==> config.mk <==
export PLATFORM = sky130hd
export DESIGN_NAME = shift_sub_divider_flat
export DESIGN_NICKNAME = d
export VERILOG_FILES = /design/src/rtl/shift_sub_divider_pkg.sv /design/src/rtl/shift_sub_divider_if.sv /design/src/rtl/shift_sub_divider_div_step.sv /design/src/rtl/shift_sub_divider.sv /design/src/flat_wrapper.sv
export SDC_FILE = /design/constraint.sdc
export NUM_CORES = 1
export LEC_CHECK = 0
export ABC_CLOCK_PERIOD_IN_PS = 8300
export BUFFER_PORTS_ARGS = -buffer_cell sky130_fd_sc_hd__buf_2
export CAP_MARGIN = 30
export CORE_MARGIN = 1.5
export CORE_UTILIZATION = 46
export DETAILED_ROUTE_END_ITERATION = 6
export PLACE_DENSITY_LB_ADDON = 0.3
export SLEW_MARGIN = 20
export SYNTH_ARGS = -nofsm -noshare
export SYNTH_HDL_FRONTEND = slang
export SYNTH_HIERARCHICAL = 1
export SYNTH_SLANG_ARGS = --single-unit
==> constraint.sdc <==
create_clock -name clk -period 8.3 [get_ports clk]
set_clock_uncertainty 0.1 [all_clocks]
set_input_delay 0 -clock clk [delete_from_list [all_inputs] [get_ports clk]]
set_output_delay 0 -clock clk [all_outputs]
set_load 0.03 [all_outputs]
==> src/rtl/shift_sub_divider_pkg.sv <==
// Shared definitions for the shift/subtract divider: FSM encoding and default sizes.
package div_pkg;

    localparam int unsigned DIV_WIDTH = 16;
    localparam int unsigned DIV_CNT_W = 5;

    typedef enum logic [1:0] {
        ST_IDLE = 2'd0,
        ST_RUN  = 2'd1,
        ST_FIX  = 2'd2,
        ST_DONE = 2'd3
    } state_e;

endpackage

==> src/rtl/shift_sub_divider_if.sv <==
// Request/result bundle between a divider client (master) and the divider (slave).
interface shift_sub_divider_if
    import div_pkg::*;
#(
    parameter int unsigned WIDTH = DIV_WIDTH
);
    logic             start;
    logic [WIDTH-1:0] dividend;
    logic [WIDTH-1:0] divisor;
    logic             busy;
    logic             done;
    logic [WIDTH-1:0] quotient;
    logic [WIDTH-1:0] remainder;
    logic             div_zero;

    modport master (
        output start, dividend, divisor,
        input  busy, done, quotient, remainder, div_zero
    );

    modport slave (
        input  start, dividend, divisor,
        output busy, done, quotient, remainder, div_zero
    );
endinterface

==> src/rtl/shift_sub_divider_div_step.sv <==
// One restoring-division iteration: shift {rem, quo} left and subtract the divisor if it fits.
module div_step
    import div_pkg::*;
#(
    parameter int unsigned WIDTH = DIV_WIDTH
) (
    input  logic [2*WIDTH:0] i_acc,
    input  logic [WIDTH-1:0] i_divisor,
    output logic [2*WIDTH:0] o_acc_c
);

    logic [WIDTH+1:0] w_hi;
    logic [WIDTH+1:0] w_diff;
    logic             w_fits;

    // w_hi is the shifted partial remainder; the extra MSB only serves as the borrow bit
    always_comb begin
        w_hi    = i_acc[2*WIDTH:WIDTH-1];
        w_diff  = w_hi - {2'b00, i_divisor};
        w_fits  = ~w_diff[WIDTH+1];
        o_acc_c = {(w_fits ? w_diff[WIDTH:0] : w_hi[WIDTH:0]), i_acc[WIDTH-2:0], w_fits};
    end

endmodule

==> src/rtl/shift_sub_divider.sv <==
// Iterative restoring divider, one quotient bit per clock; operands captured on accept.
// Optional macro SIGNED_EN: two's-complement operands with a FIX state for sign correction.
module shift_sub_divider
    import div_pkg::*;
#(
    parameter int unsigned WIDTH = DIV_WIDTH,
    parameter int unsigned CNT_W = DIV_CNT_W
) (
    input logic                clk,
    input logic                rst_n,
    shift_sub_divider_if.slave bus
);

    localparam int unsigned AW = 2*WIDTH + 1;

    state_e           r_state, w_state_nxt;
    logic [AW-1:0]    r_acc, w_acc_nxt, w_step;
    logic [WIDTH-1:0] r_divisor, w_divisor_nxt;
    logic [CNT_W-1:0] r_cnt, w_cnt_nxt;
    logic [WIDTH-1:0] r_quot, w_quot_nxt;
    logic [WIDTH-1:0] r_rem, w_rem_nxt;
    logic             r_busy, w_busy_nxt;
    logic             r_done, w_done_nxt;
    logic             r_div_zero, w_div_zero_nxt;
    logic             r_zero, w_zero_nxt;
    logic [WIDTH-1:0] w_dvd_mag, w_dvs_mag, w_zero_rem;

`ifdef SIGNED_EN
    logic             r_q_neg, w_q_neg_nxt;
    logic             r_r_neg, w_r_neg_nxt;
    logic [WIDTH-1:0] w_fix_q, w_fix_r;

    function automatic logic [WIDTH-1:0] negate(input logic [WIDTH-1:0] x);
        return ~x + WIDTH'(1);
    endfunction

    assign w_dvd_mag  = bus.dividend[WIDTH-1] ? negate(bus.dividend) : bus.dividend;
    assign w_dvs_mag  = bus.divisor[WIDTH-1]  ? negate(bus.divisor)  : bus.divisor;
    assign w_fix_q    = r_q_neg ? negate(r_acc[WIDTH-1:0])       : r_acc[WIDTH-1:0];
    assign w_fix_r    = r_r_neg ? negate(r_acc[2*WIDTH-1:WIDTH]) : r_acc[2*WIDTH-1:WIDTH];
    // divide-by-zero reports the original dividend, so undo the magnitude
    assign w_zero_rem = r_r_neg ? negate(r_acc[WIDTH-1:0]) : r_acc[WIDTH-1:0];
`else
    assign w_dvd_mag  = bus.dividend;
    assign w_dvs_mag  = bus.divisor;
    assign w_zero_rem = r_acc[WIDTH-1:0];
`endif

    div_step #(.WIDTH(WIDTH)) u_step (
        .i_acc     (r_acc),
        .i_divisor (r_divisor),
        .o_acc_c   (w_step)
    );

    // next-state and next-output logic
    always_comb begin
        w_state_nxt    = r_state;
        w_acc_nxt      = r_acc;
        w_divisor_nxt  = r_divisor;
        w_cnt_nxt      = r_cnt;
        w_quot_nxt     = r_quot;
        w_rem_nxt      = r_rem;
        w_busy_nxt     = r_busy;
        w_done_nxt     = 1'b0;
        w_div_zero_nxt = r_div_zero;
        w_zero_nxt     = r_zero;
`ifdef SIGNED_EN
        w_q_neg_nxt    = r_q_neg;
        w_r_neg_nxt    = r_r_neg;
`endif
        case (r_state)
            ST_IDLE: begin
                if (bus.start) begin
                    w_acc_nxt     = {{(WIDTH+1){1'b0}}, w_dvd_mag};
                    w_divisor_nxt = w_dvs_mag;
                    w_zero_nxt    = (bus.divisor == '0);
                    w_cnt_nxt     = (bus.divisor == '0) ? '0 : CNT_W'(WIDTH);
                    w_busy_nxt    = 1'b1;
                    w_state_nxt   = ST_RUN;
`ifdef SIGNED_EN
                    w_q_neg_nxt   = bus.dividend[WIDTH-1] ^ bus.divisor[WIDTH-1];
                    w_r_neg_nxt   = bus.dividend[WIDTH-1];
`endif
                end
            end
            ST_RUN: begin
                // a zero divisor spends one idle slot here and skips every iteration
                if (r_zero) begin
                    w_state_nxt = ST_DONE;
                end else begin
                    w_acc_nxt = w_step;
                    w_cnt_nxt = r_cnt - CNT_W'(1);
                    if (r_cnt == CNT_W'(1)) begin
`ifdef SIGNED_EN
                        w_state_nxt = ST_FIX;
`else
                        w_state_nxt = ST_DONE;
`endif
                    end
                end
            end
`ifdef SIGNED_EN
            ST_FIX: begin
                w_acc_nxt   = {r_acc[2*WIDTH], w_fix_r, w_fix_q};
                w_state_nxt = ST_DONE;
            end
`endif
            ST_DONE: begin
                w_quot_nxt     = r_zero ? '1 : r_acc[WIDTH-1:0];
                w_rem_nxt      = r_zero ? w_zero_rem : r_acc[2*WIDTH-1:WIDTH];
                w_div_zero_nxt = r_zero;
                w_done_nxt     = 1'b1;
                w_busy_nxt     = 1'b0;
                w_state_nxt    = ST_IDLE;
            end
            default: begin
                w_state_nxt = ST_IDLE;
            end
        endcase
    end

    always_ff @(posedge clk or negedge rst_n) begin
        if (!rst_n) begin
            r_state    <= ST_IDLE;
            r_acc      <= '0;
            r_divisor  <= '0;
            r_cnt      <= '0;
            r_quot     <= '0;
            r_rem      <= '0;
            r_busy     <= 1'b0;
            r_done     <= 1'b0;
            r_div_zero <= 1'b0;
            r_zero     <= 1'b0;
`ifdef SIGNED_EN
            r_q_neg    <= 1'b0;
            r_r_neg    <= 1'b0;
`endif
        end else begin
            r_state    <= w_state_nxt;
            r_acc      <= w_acc_nxt;
            r_divisor  <= w_divisor_nxt;
            r_cnt      <= w_cnt_nxt;
            r_quot     <= w_quot_nxt;
            r_rem      <= w_rem_nxt;
            r_busy     <= w_busy_nxt;
            r_done     <= w_done_nxt;
            r_div_zero <= w_div_zero_nxt;
            r_zero     <= w_zero_nxt;
`ifdef SIGNED_EN
            r_q_neg    <= w_q_neg_nxt;
            r_r_neg    <= w_r_neg_nxt;
`endif
        end
    end

    assign bus.busy      = r_busy;
    assign bus.done      = r_done;
    assign bus.quotient  = r_quot;
    assign bus.remainder = r_rem;
    assign bus.div_zero  = r_div_zero;

endmodule

==> src/flat_wrapper.sv <==
// flat-port wrapper written by rule: the top's interface ports become plain ports
module shift_sub_divider_flat import div_pkg::*;
#(
    parameter int unsigned WIDTH = DIV_WIDTH,
    parameter int unsigned CNT_W = DIV_CNT_W
)
  (clk, rst_n, bus_start, bus_dividend, bus_divisor, bus_busy, bus_done, bus_quotient, bus_remainder, bus_div_zero);
  shift_sub_divider_if #(.WIDTH(WIDTH)) bus_i ();
  input logic clk;
  input logic rst_n;
  input wire logic [$bits(bus_i.start)-1:0] bus_start;
  input wire logic [$bits(bus_i.dividend)-1:0] bus_dividend;
  input wire logic [$bits(bus_i.divisor)-1:0] bus_divisor;
  output wire logic [$bits(bus_i.busy)-1:0] bus_busy;
  output wire logic [$bits(bus_i.done)-1:0] bus_done;
  output wire logic [$bits(bus_i.quotient)-1:0] bus_quotient;
  output wire logic [$bits(bus_i.remainder)-1:0] bus_remainder;
  output wire logic [$bits(bus_i.div_zero)-1:0] bus_div_zero;
  assign bus_i.start = bus_start;
  assign bus_i.dividend = bus_dividend;
  assign bus_i.divisor = bus_divisor;
  assign bus_busy = bus_i.busy;
  assign bus_done = bus_i.done;
  assign bus_quotient = bus_i.quotient;
  assign bus_remainder = bus_i.remainder;
  assign bus_div_zero = bus_i.div_zero;
  shift_sub_divider #(.WIDTH(WIDTH), .CNT_W(CNT_W)) u_core (.clk(clk), .rst_n(rst_n), .bus(bus_i));
endmodule
==> results of run 1 <==
state kept, by name (all words and copies together), names as in the netlist:
signal	count
u_core/bus.busy	1
u_core/bus.div_zero	1
u_core/bus.done	1
u_core/bus.quotient	16
u_core/bus.remainder	16
u_core/r_acc	33
u_core/r_cnt	5
u_core/r_divisor	16
u_core/r_state	2
u_core/r_zero	1
kinds of logic after synthesis:
logic type | share of synthesized area [%]
adders and majority gates | 4.81
xor gates and xnor gates | 3.46
buffers and inverters | 7.53
DFF | 45.1
AOI/OAI and AO/OA | 13.6
and+or+nand+nor | 11.7
muxes | 13.7
cells in the mapped netlist (9+ instances only):
master | number | area (um2)
a21oi_1 | 17 | 85.1
a22o_1 | 17 | 149
buf_2 | 9 | 45.0
buf_4 | 19 | 143
dfrtp_1 | 92 | 2300
ha_1 | 18 | 225
inv_1 | 20 | 75.1
mux2_1 | 15 | 169
mux2_2 | 9 | 101
mux2i_1 | 34 | 340
nand2_1 | 83 | 312
nor2_1 | 13 | 48.8
o21ai_0 | 14 | 70.1
o21ai_1 | 45 | 225
xnor2_1 | 10 | 87.6
layout make-up:
class                           instances  share of cell area, %
Multi-Input combinational cell        343                   41.1
Sequential cell                        92                   39.0
Timing Repair Buffer                  108                   12.3
Tap cell                              140                   2.97
Clock buffer                            9                   2.10
Inverter                               21                   1.34
Clock inverter                          7                   1.19
per-stage QoR:
| step | hold WS (ns) | setup slack, ns | instance area, um2 | utilization, % | instances |
|---|---|---|---|---|---|
| 6_report | 0.00318 | 5.05 | 5900 | 54.4 | 720 |
| 5_1_grt | 0.0115 | 4.88 | 5900 | 54.4 | 720 |
| 4_1_cts | 0.0102 | 5.05 | 5900 | 54.4 | 720 |
| 3_5_place_dp | -0.126 | 5.05 | 5370 | 49.5 | 670 |
| 3_3_place_gp | -0.126 | 5.13 | 5360 | 49.4 | 670 |
| 2_1_floorplan | -0.396 | 5.49 | 5100 | - | 498 |
how the worst min path moves through the flow:
stage | start | to | depth (start not counted)
2_1_floorplan | rst_n | u_core/bus.busy$_DFFE_PN0P_ | 0
3_3_place_gp | rst_n | u_core/bus.quotient[3]$_DFFE_PN0P_ | 1
3_5_place_dp | rst_n | u_core/bus.quotient[2]$_DFFE_PN0P_ | 1
4_1_cts | rst_n | u_core/bus.quotient[2]$_DFFE_PN0P_ | 2
5_1_grt | rst_n | u_core/bus.remainder[4]$_DFFE_PN0P_ | 2
6_report | rst_n | u_core/bus.quotient[2]$_DFFE_PN0P_ | 2
cell usage in the layout, fill, tap and decap left out, drive strengths merged, types with 2 or more instances in the layout:
cell type | netlist | layout
mux2 | 30 | 30
nand2 | 86 | 86
a31oi | 3 | 3
nor4 | 4 | 4
o2111ai | 2 | 2
xnor2 | 11 | 11
nor2b | 2 | 2
o211ai | 4 | 4
mux2i | 34 | 34
nand4 | 2 | 2
nor3b | 3 | 3
xor2 | 7 | 7
nor2 | 13 | 13
ha | 18 | 18
nand2b | 5 | 5
a22o | 17 | 17
a21o | 2 | 2
nor4b | 2 | 2
clkinvlp | 0 | 3
a21oi | 18 | 18
clkbuf | 5 | 9
dlygate4sd3 | 0 | 34
dfrtp | 92 | 92
o21ai | 59 | 59
nor3 | 2 | 2
a211oi | 2 | 2
buf | 37 | 74
nand3 | 6 | 6
inv | 21 | 24
layer usage:
layer  track usage, %  routed length [um]
met5                0                   0
met2             28.8                4660
met1             28.9                5550
met4             5.36                 135
met3             4.22                 440
what timing repair did:
item / 4_1_cts / 5_1_grt
hold buffers: 34 / 0
resized for setup: 0 / 0
endpoints found under the hold margin: 69 / 0
==> reports/metrics.yaml, run 1 <==
status:
  outcome: "finished clean"
final_layout:
  multi_input_area_um2: 2420
  fillerInstances: 952
  seq_area_um2: 2300
  drive_gt1_share_pct: 20.5
  num_antenna_cells: 0
  area_growth_pct: 15.6
  nNetsFinal: 629
timing:
  tns_ns: 0
  slew-limit-headroom_pct: 44.8
  timing_hold_violations_final: 0
  fin_crit_ns: 3.25
  max_freq_ghz: 0.308
  rsz0062_at_grt: "false"
  drv_slew: 0
  finalCritPeriodShare_pct: 39.2
  tightest_slew_ns: 0.827
  setup_viol: 0
die:
  rows: 38
  die_x_um: 108
  io_pins: 70
  coreArea_um2: 10800
  die_area_um2: 11700
  die_y_um: 108
  start_util_pct: 47.1
clock_tree:
  cts.sinks: 92
  clk_pin_slew_ns: 0.11
  clockBufferDepth: 2
  ctsRootBufferMaster: "clkbuf_8"
  cts_max_level: 3
  post_cts.repair.setup_buffers: 0
  cts_made_buffers: 9
  clk_latency_ns: 0.37
  cts_tree: "built"
setup_path:
  slowest_delay_ns: 0.60
  cp_cell_sequence: "ha_1 > nand3_1 > or4_1 > a31oi_2 > nor3_4 > xnor2_4 > mux2_2 > a22o_1"
  crit_family: "simple AND/OR/NAND/NOR gates"
  cp-start-kind: "flip-flop"
  worstReg2RegStart: "u_core/r_acc[25]$_DFFE_PN0P_"
  endpoint_kind: "flip-flop"
  cpMaxStageDelayCell: "xnor2_4"
  crit_fanout: 18
  rrSetupSlack_ns: 5.05
  cp.buffers_inverters: 0
  crit_start: "u_core/r_acc[25]$_DFFE_PN0P_"
  r2r_cells: 8
  setup.worst_path.class: "flip-flop to flip-flop"
  crit_cells: 8
  required_ns: 8.47
  endpoint: "u_core/r_acc[18]$_DFFE_PN0P_"
  timing.rr.end: "u_core/r_acc[18]$_DFFE_PN0P_"
  worstPathArrival_ns: 3.42
job:
  cap_violations: 0
hold_path:
  holdCritPathClass: "input port to async pin"
global_routing:
  grt_util_all_layers_pct: 19.5
  grt_antenna_before_repair: 0
  grt_first_pass_wirelength_mm: 17.8
  grt-ovfl-total: 0
  grt_pass1_vias: 3560
  grt_max_degree: 62
synthesis:
  yosys_register_bits: 92
  synth_edf_count: 0
  synthArstFlopShare_pct: 100
  syn_inst: 498
  synth_area_per_cell_um2: 10.2
  yosys_warnings: 6
  syn-num-nets: 552
  yosysSeqAreaShare_pct: 45.1
  netlist-cell-type-count: 55
  syn_area_um2: 5100
  ys.flop_type: "dfrtp_1"
drt:
  num_vias: 3708
  drt_iter0_drc: 224
  ant_nets: 0
  dr.pass1.iters: 4
  wl_per_cell_um: 15.0
  vias_per_cell: 5.15
  drcViolationCount: 0
  drt-total-wl_mm: 10.8
placement:
  io_buffers: 69
  place_congestion: 0.853
  hpwl_mm: 7.72
Power of run 1 is not shown: default switching activity piles up to over one toggle a cycle in this logic, so the estimate is an artifact.
==> run 2: changes to the inputs <==
Settings changed: ABC_CLOCK_PERIOD_IN_PS 8300 to 3290.
Clock period 8.3 ns to 3.29 ns, I/O delays scaled along.
==> run 2 against run 1 <==
Against the previous run:
- sequential share of layout area shrank 0.40 points
- first-iteration DRC count grew 21%
- global-route usage grew 0.74 points
- cell area grew 1.0%
- register-to-register slack lost 4.8 ns
- count of clock-buffer cells in the layout grew 1
- die area is the same
- hold slack gained 0.084 ns
- routed wire length grew 2.5%
- non-clock buffer count grew 6
- critical path type unchanged
==> reports/metrics.yaml, run 2 (synthesis gave the netlist of run 1 again) <==
drt:
  drt-total-wl_mm: 11.1
  wl_per_cell_um: 15.2
  wl_met1_mm: 5.54
  ant_nets: 0
  vias_per_cell: 5.29
  wl_met2_mm: 4.88
  drcViolationCount: 0
  wl_met3_um: 474
  maxUsedRoutingLayer: "met4"
  num_vias: 3837
  drt_iter0_drc: 270
  dr.pass1.iters: 4
global_routing:
  grt_first_pass_wirelength_mm: 18.5
  grt_pass1_vias: 3676
  grt_antenna_before_repair: 0
  grt-ovfl-total: 0
  grt_util_all_layers_pct: 20.3
  grt_max_degree: 52
setup_path:
  required_ns: 3.45
  worstPathArrival_ns: 3.18
  timing.rr.end: "u_core/r_acc[23]$_DFFE_PN0P_"
  worstReg2RegStart: "u_core/r_acc[25]$_DFFE_PN0P_"
  rrSetupSlack_ns: 0.27
  cpMaxStageDelayCell: "dfrtp_1"
  slowest_delay_ns: 0.42
  r2r_cells: 9
  crit_cells: 9
  crit_family: "compound AO/OA/AOI/OAI gates"
  crit_fanout: 12
  crit_start: "u_core/r_acc[25]$_DFFE_PN0P_"
  cp.buffers_inverters: 1
  endpoint_kind: "flip-flop"
  cp_cell_sequence: "ha_1 > a21oi_1 > o211ai_1 > a311o_1 > nor3_4 > xnor2_4 > buf_4 > mux2_2 > a22o_1"
  setup.worst_path.class: "flip-flop to flip-flop"
  cp-start-kind: "flip-flop"
clock_tree:
  clk_pin_slew_ns: 0.10
  clk_latency_ns: 0.37
  cts_max_level: 3
  ctsRootBufferMaster: "clkbuf_8"
  ctsHoldBuffers: 34
  cts.sinks: 92
  cts_made_buffers: 9
  cts_tree: "built"
  clockBufferDepth: 2
  post_cts.repair.setup_buffers: 0
  cts_resized: 0
placement:
  dpl_worst_slack_ns: 0.277
  io_buffers: 69
  hpwl_mm: 7.98
  place_congestion: 0.831
final_layout:
  area_growth_pct: 16.8
  drive_gt1_share_pct: 21.2
  regMostFlops: "u_core/r_acc"
  largest_register_ffs: 33
  multi_input_area_um2: 2420
  layout_commonest_cell: "dfrtp_1"
  seq_area_um2: 2300
  num_antenna_cells: 0
  final_cell_mix: "dfrtp_1, nand2_1, buf_2"
  fillerInstances: 959
  nNetsFinal: 635
timing:
  fin_crit_ns: 3.02
  slew-limit-headroom_pct: 45.8
  rsz0062_at_grt: "false"
  drv_slew: 0
  setup_viol: 0
  max_freq_ghz: 0.331
  tightest_slew_ns: 0.813
  finalCritPeriodShare_pct: 91.9
  tns_ns: 0
  hold_ws_ns: 0.0875
  timing_hold_violations_final: 0
  timing.final.ws_setup_ns: 0.267
die:
  die_area_um2: 11700
  start_util_pct: 47.1
  die_y_um: 108
  rows: 38
  coreArea_um2: 10800
  io_pins: 70
  die_x_um: 108
job:
  cap_violations: 0
hold_path:
  holdCritPathClass: "input port to async pin"
status:
  outcome: "finished clean"
==> run 2: cell count changes in the layout (fill, tap and decap cells not counted), sizes merged <==
cell	change
inv	-2
clkinvlp	-3
clkinv	+2
bufinv	+2
clkbuf	+1
buf	+6
==> run 2: final cells by class <==
class                           instances  area share (%)
Sequential cell                        92            38.6
Timing Repair Buffer                  114            12.9
Clock buffer                           10            2.14
Clock inverter                          6            1.47
Tap cell                              140            2.94
Multi-Input combinational cell        343            40.6
Inverter                               21            1.32
==> run 2: per-layer routing <==
metal,vias to the layer above,track usage (%)
met5,-,0
met4,0,6.48
met3,14,3.44
met2,105,31.3
met1,1819,29.1
li1,1899,-
==> run 2: how the worst max path moves through the flow <==
stage                                         to
finish              u_core/r_acc[23]$_DFFE_PN0P_
global route        u_core/r_acc[22]$_DFFE_PN0P_
CTS                 u_core/r_acc[20]$_DFFE_PN0P_
detailed placement  u_core/r_acc[20]$_DFFE_PN0P_
global placement    u_core/r_acc[18]$_DFFE_PN0P_
floorplan           u_core/r_acc[30]$_DFFE_PN0P_
==> run 2: metrics by stage <==
step | area (um2) | std cells | utilization [%]
2_1_floorplan | 5100 | 498 | -
3_3_place_gp | 5410 | 676 | 49.9
3_5_place_dp | 5410 | 676 | 49.9
4_1_cts | 5960 | 726 | 55.0
5_1_grt | 5960 | 726 | 55.0
6_report | 5960 | 726 | 55.0
Power of run 2 is left out for the same reason.
==> run 3: changes to the inputs <==
Settings changed: ABC_AREA from default to 1.
==> run 3 against run 2 <==
Against the previous run:
- count of clock-buffer cells in the layout is 1 higher
- register-to-register slack improved by 0.48 ns
- worst setup slack better by 0.48 ns
- maximum frequency is 19% higher
- critical endpoint is now u_core/r_acc[26]$_DFFE_PN0P_
- cell area rose by 9.0%
- area after synthesis grew 9.3%
- via count rose by 31%
- sequential share of layout area down 3.2 points
- core utilization shrank 0.45 points
- non-clock buffer count decreased by 6
- hold slack better by 0.020 ns
==> reports/metrics.yaml, run 3 <==
timing:
  fin_crit_ns: 2.55
  tns_ns: 0
  finalCritPeriodShare_pct: 77.4
  hold_ws_ns: 0.107
  rsz0062_at_grt: "false"
  setup_viol: 0
  drv_slew: 0
  tightest_slew_ns: 0.658
  timing.final.ws_setup_ns: 0.743
  slew-limit-headroom_pct: 56.0
  timing_hold_violations_final: 0
  max_freq_ghz: 0.393
synthesis:
  synthTopCellsByCount: "nand2_1, dfrtp_1, nor2_1"
  syn_inst: 738
  synth_area_per_cell_um2: 7.56
  syn_area_um2: 5580
  synth_top_cell_by_area: "dfrtp_1"
  yosysTopAreaCellShare_pct: 41.3
  synthTopCellsByArea: "dfrtp_1, nand2_1, nor2_1"
  yosys_warnings: 6
  netlist-cell-type-count: 37
  ys.flop_type: "dfrtp_1"
  synthArstFlopShare_pct: 100
  yosys_register_bits: 92
  yosysSeqAreaShare_pct: 41.3
  synth_edf_count: 0
  yosysMostFrequentCell: "nand2_1"
  syn-num-nets: 792
final_layout:
  layout_commonest_cell: "nand2_1"
  num_antenna_cells: 0
  final_cell_mix: "nand2_1, dfrtp_1, nor2_1"
  regMostFlops: "u_core/r_acc"
  drive_gt1_share_pct: 16.6
  nNetsFinal: 868
  fin_cells: 966
  area_growth_pct: 16.5
  largest_register_ffs: 33
setup_path:
  crit_start: "u_core/r_acc[15]$_DFFE_PN0P_"
  rrSetupSlack_ns: 0.74
  cp-start-kind: "flip-flop"
  cpMaxStageDelayCell: "dfrtp_1"
  cp.buffers_inverters: 2
  cp_cell_sequence: "inv_1 > ha_1 > fa_1 > inv_1 > nand2_1 > nand2_1 > nand3_1 > nand2_1 > nand2_1 > nand3_1 > nand2_1 > nand3_2 > nand2_1 > a22o_1"
  setup.worst_path.class: "flip-flop to flip-flop"
  endpoint: "u_core/r_acc[26]$_DFFE_PN0P_"
  required_ns: 3.42
  slowest_delay_ns: 0.46
  r2r_cells: 14
  worstReg2RegStart: "u_core/r_acc[15]$_DFFE_PN0P_"
  worstPathArrival_ns: 2.68
  crit_family: "simple AND/OR/NAND/NOR gates"
  endpoint_kind: "flip-flop"
  crit_top_cell: "nand2_1"
  crit_cells: 14
  timing.rr.end: "u_core/r_acc[26]$_DFFE_PN0P_"
  crit_fanout: 5
drt:
  dr.pass1.iters: 5
  wl_per_cell_um: 14.8
  drcViolationCount: 0
  ant_nets: 0
  drt-total-wl_mm: 14.3
  num_vias: 5044
  vias_per_cell: 5.22
  drt_iter0_drc: 332
placement:
  dpl_worst_slack_ns: 0.771
  hpwl_mm: 10.3
  io_buffers: 69
  place_congestion: 0.890
  dp_cells: 916
die:
  io_pins: 70
  coreArea_um2: 11900
  die_y_um: 113
  die_area_um2: 12800
  die_x_um: 113
  start_util_pct: 46.8
  rows: 40
global_routing:
  grt_antenna_before_repair: 0
  grt_util_all_layers_pct: 23.6
  grt_pass1_vias: 4848
  grt_first_pass_wirelength_mm: 23.8
  grt-ovfl-total: 0
  grt_max_degree: 53
clock_tree:
  clk_latency_ns: 0.34
  cts_max_level: 3
  cts.sinks: 92
  clk_pin_slew_ns: 0.07
  cts_tree: "built"
  clockBufferDepth: 2
  cts_made_buffers: 9
  ctsRootBufferMaster: "clkbuf_16"
job:
  cap_violations: 0
status:
  outcome: "finished clean"
hold_path:
  holdCritPathClass: "input port to async pin"
[run 3: kinds of logic (layout without fill, tap and decap cells)]
family / Yosys count / after routing / synth area share, %
xor gates and xnor gates: 8 / 8 / 1.26
adders and majority gates: 19 / 19 / 4.40
and+or+nand+nor: 403 / 403 / 32.8
DFF: 92 / 92 / 41.3
buffers and inverters: 120 / 201 / 10.2
AOI/OAI and AO/OA: 96 / 96 / 10.1
[run 3: layout make-up]
cell class,instances,area [um2]
clock buffers,11,243
clock inverters,5,46.3
fillers,1145,5420
inverters,77,290
multi-input cells,526,2710
flip-flops and latches,92,2300
well taps,147,184
repair buffers,108,726
[run 3: how the worst min path moves through the flow]
stage | endpoint | slack [ns] | depth (start not counted)
after floorplan | u_core/bus.busy$_DFFE_PN0P_ | -0.40 | 0
after global placement | u_core/r_divisor[14]$_DFFE_PN0P_ | -0.07 | 1
after detailed placement | u_core/r_divisor[14]$_DFFE_PN0P_ | -0.05 | 1
after CTS | u_core/r_divisor[14]$_DFFE_PN0P_ | 0.13 | 2
after global routing | u_core/r_cnt[2]$_DFFE_PN0P_ | 0.18 | 2
final | u_core/r_cnt[2]$_DFFE_PN0P_ | 0.11 | 2
[run 3: routing by layer]
layer  vias to the layer above  wire length, um  GRT usage, %
li1                       2494                -             -
met1                      2372             6450          31.7
met2                       158             6950          39.2
met3                        20              705          3.21
met4                         0              203          8.50
met5                         -                0             0
[run 3: worst register-to-register path, stage by stage, from the launching register on]
cell and delay (ns):
dfrtp_1 0.46, inv_1 0.07, ha_1 0.23, fa_1 0.42, inv_1 0.09, nand2_1 0.06
nand2_1 0.12, nand3_1 0.09, nand2_1 0.18, nand2_1 0.10, nand3_1 0.08, nand2_1 0.09
nand3_2 0.08, nand2_1 0.06, a22o_1 0.21
[run 3: stage by stage]
step	utilization (%)	instance area [um2]
2_1_floorplan	-	5580
3_3_place_gp	49.3	5870
3_5_place_dp	49.3	5870
4_1_cts	54.5	6500
5_1_grt	54.5	6500
6_report	54.5	6500
[run 3: what timing repair did]
action / CTS / global route
buffers inserted: 0 / 0
gates resized for setup: 0 / 0
hold buffers: 34 / 0
endpoints found under the hold margin: 76 / 0
Power of run 3 is left out for the same reason.
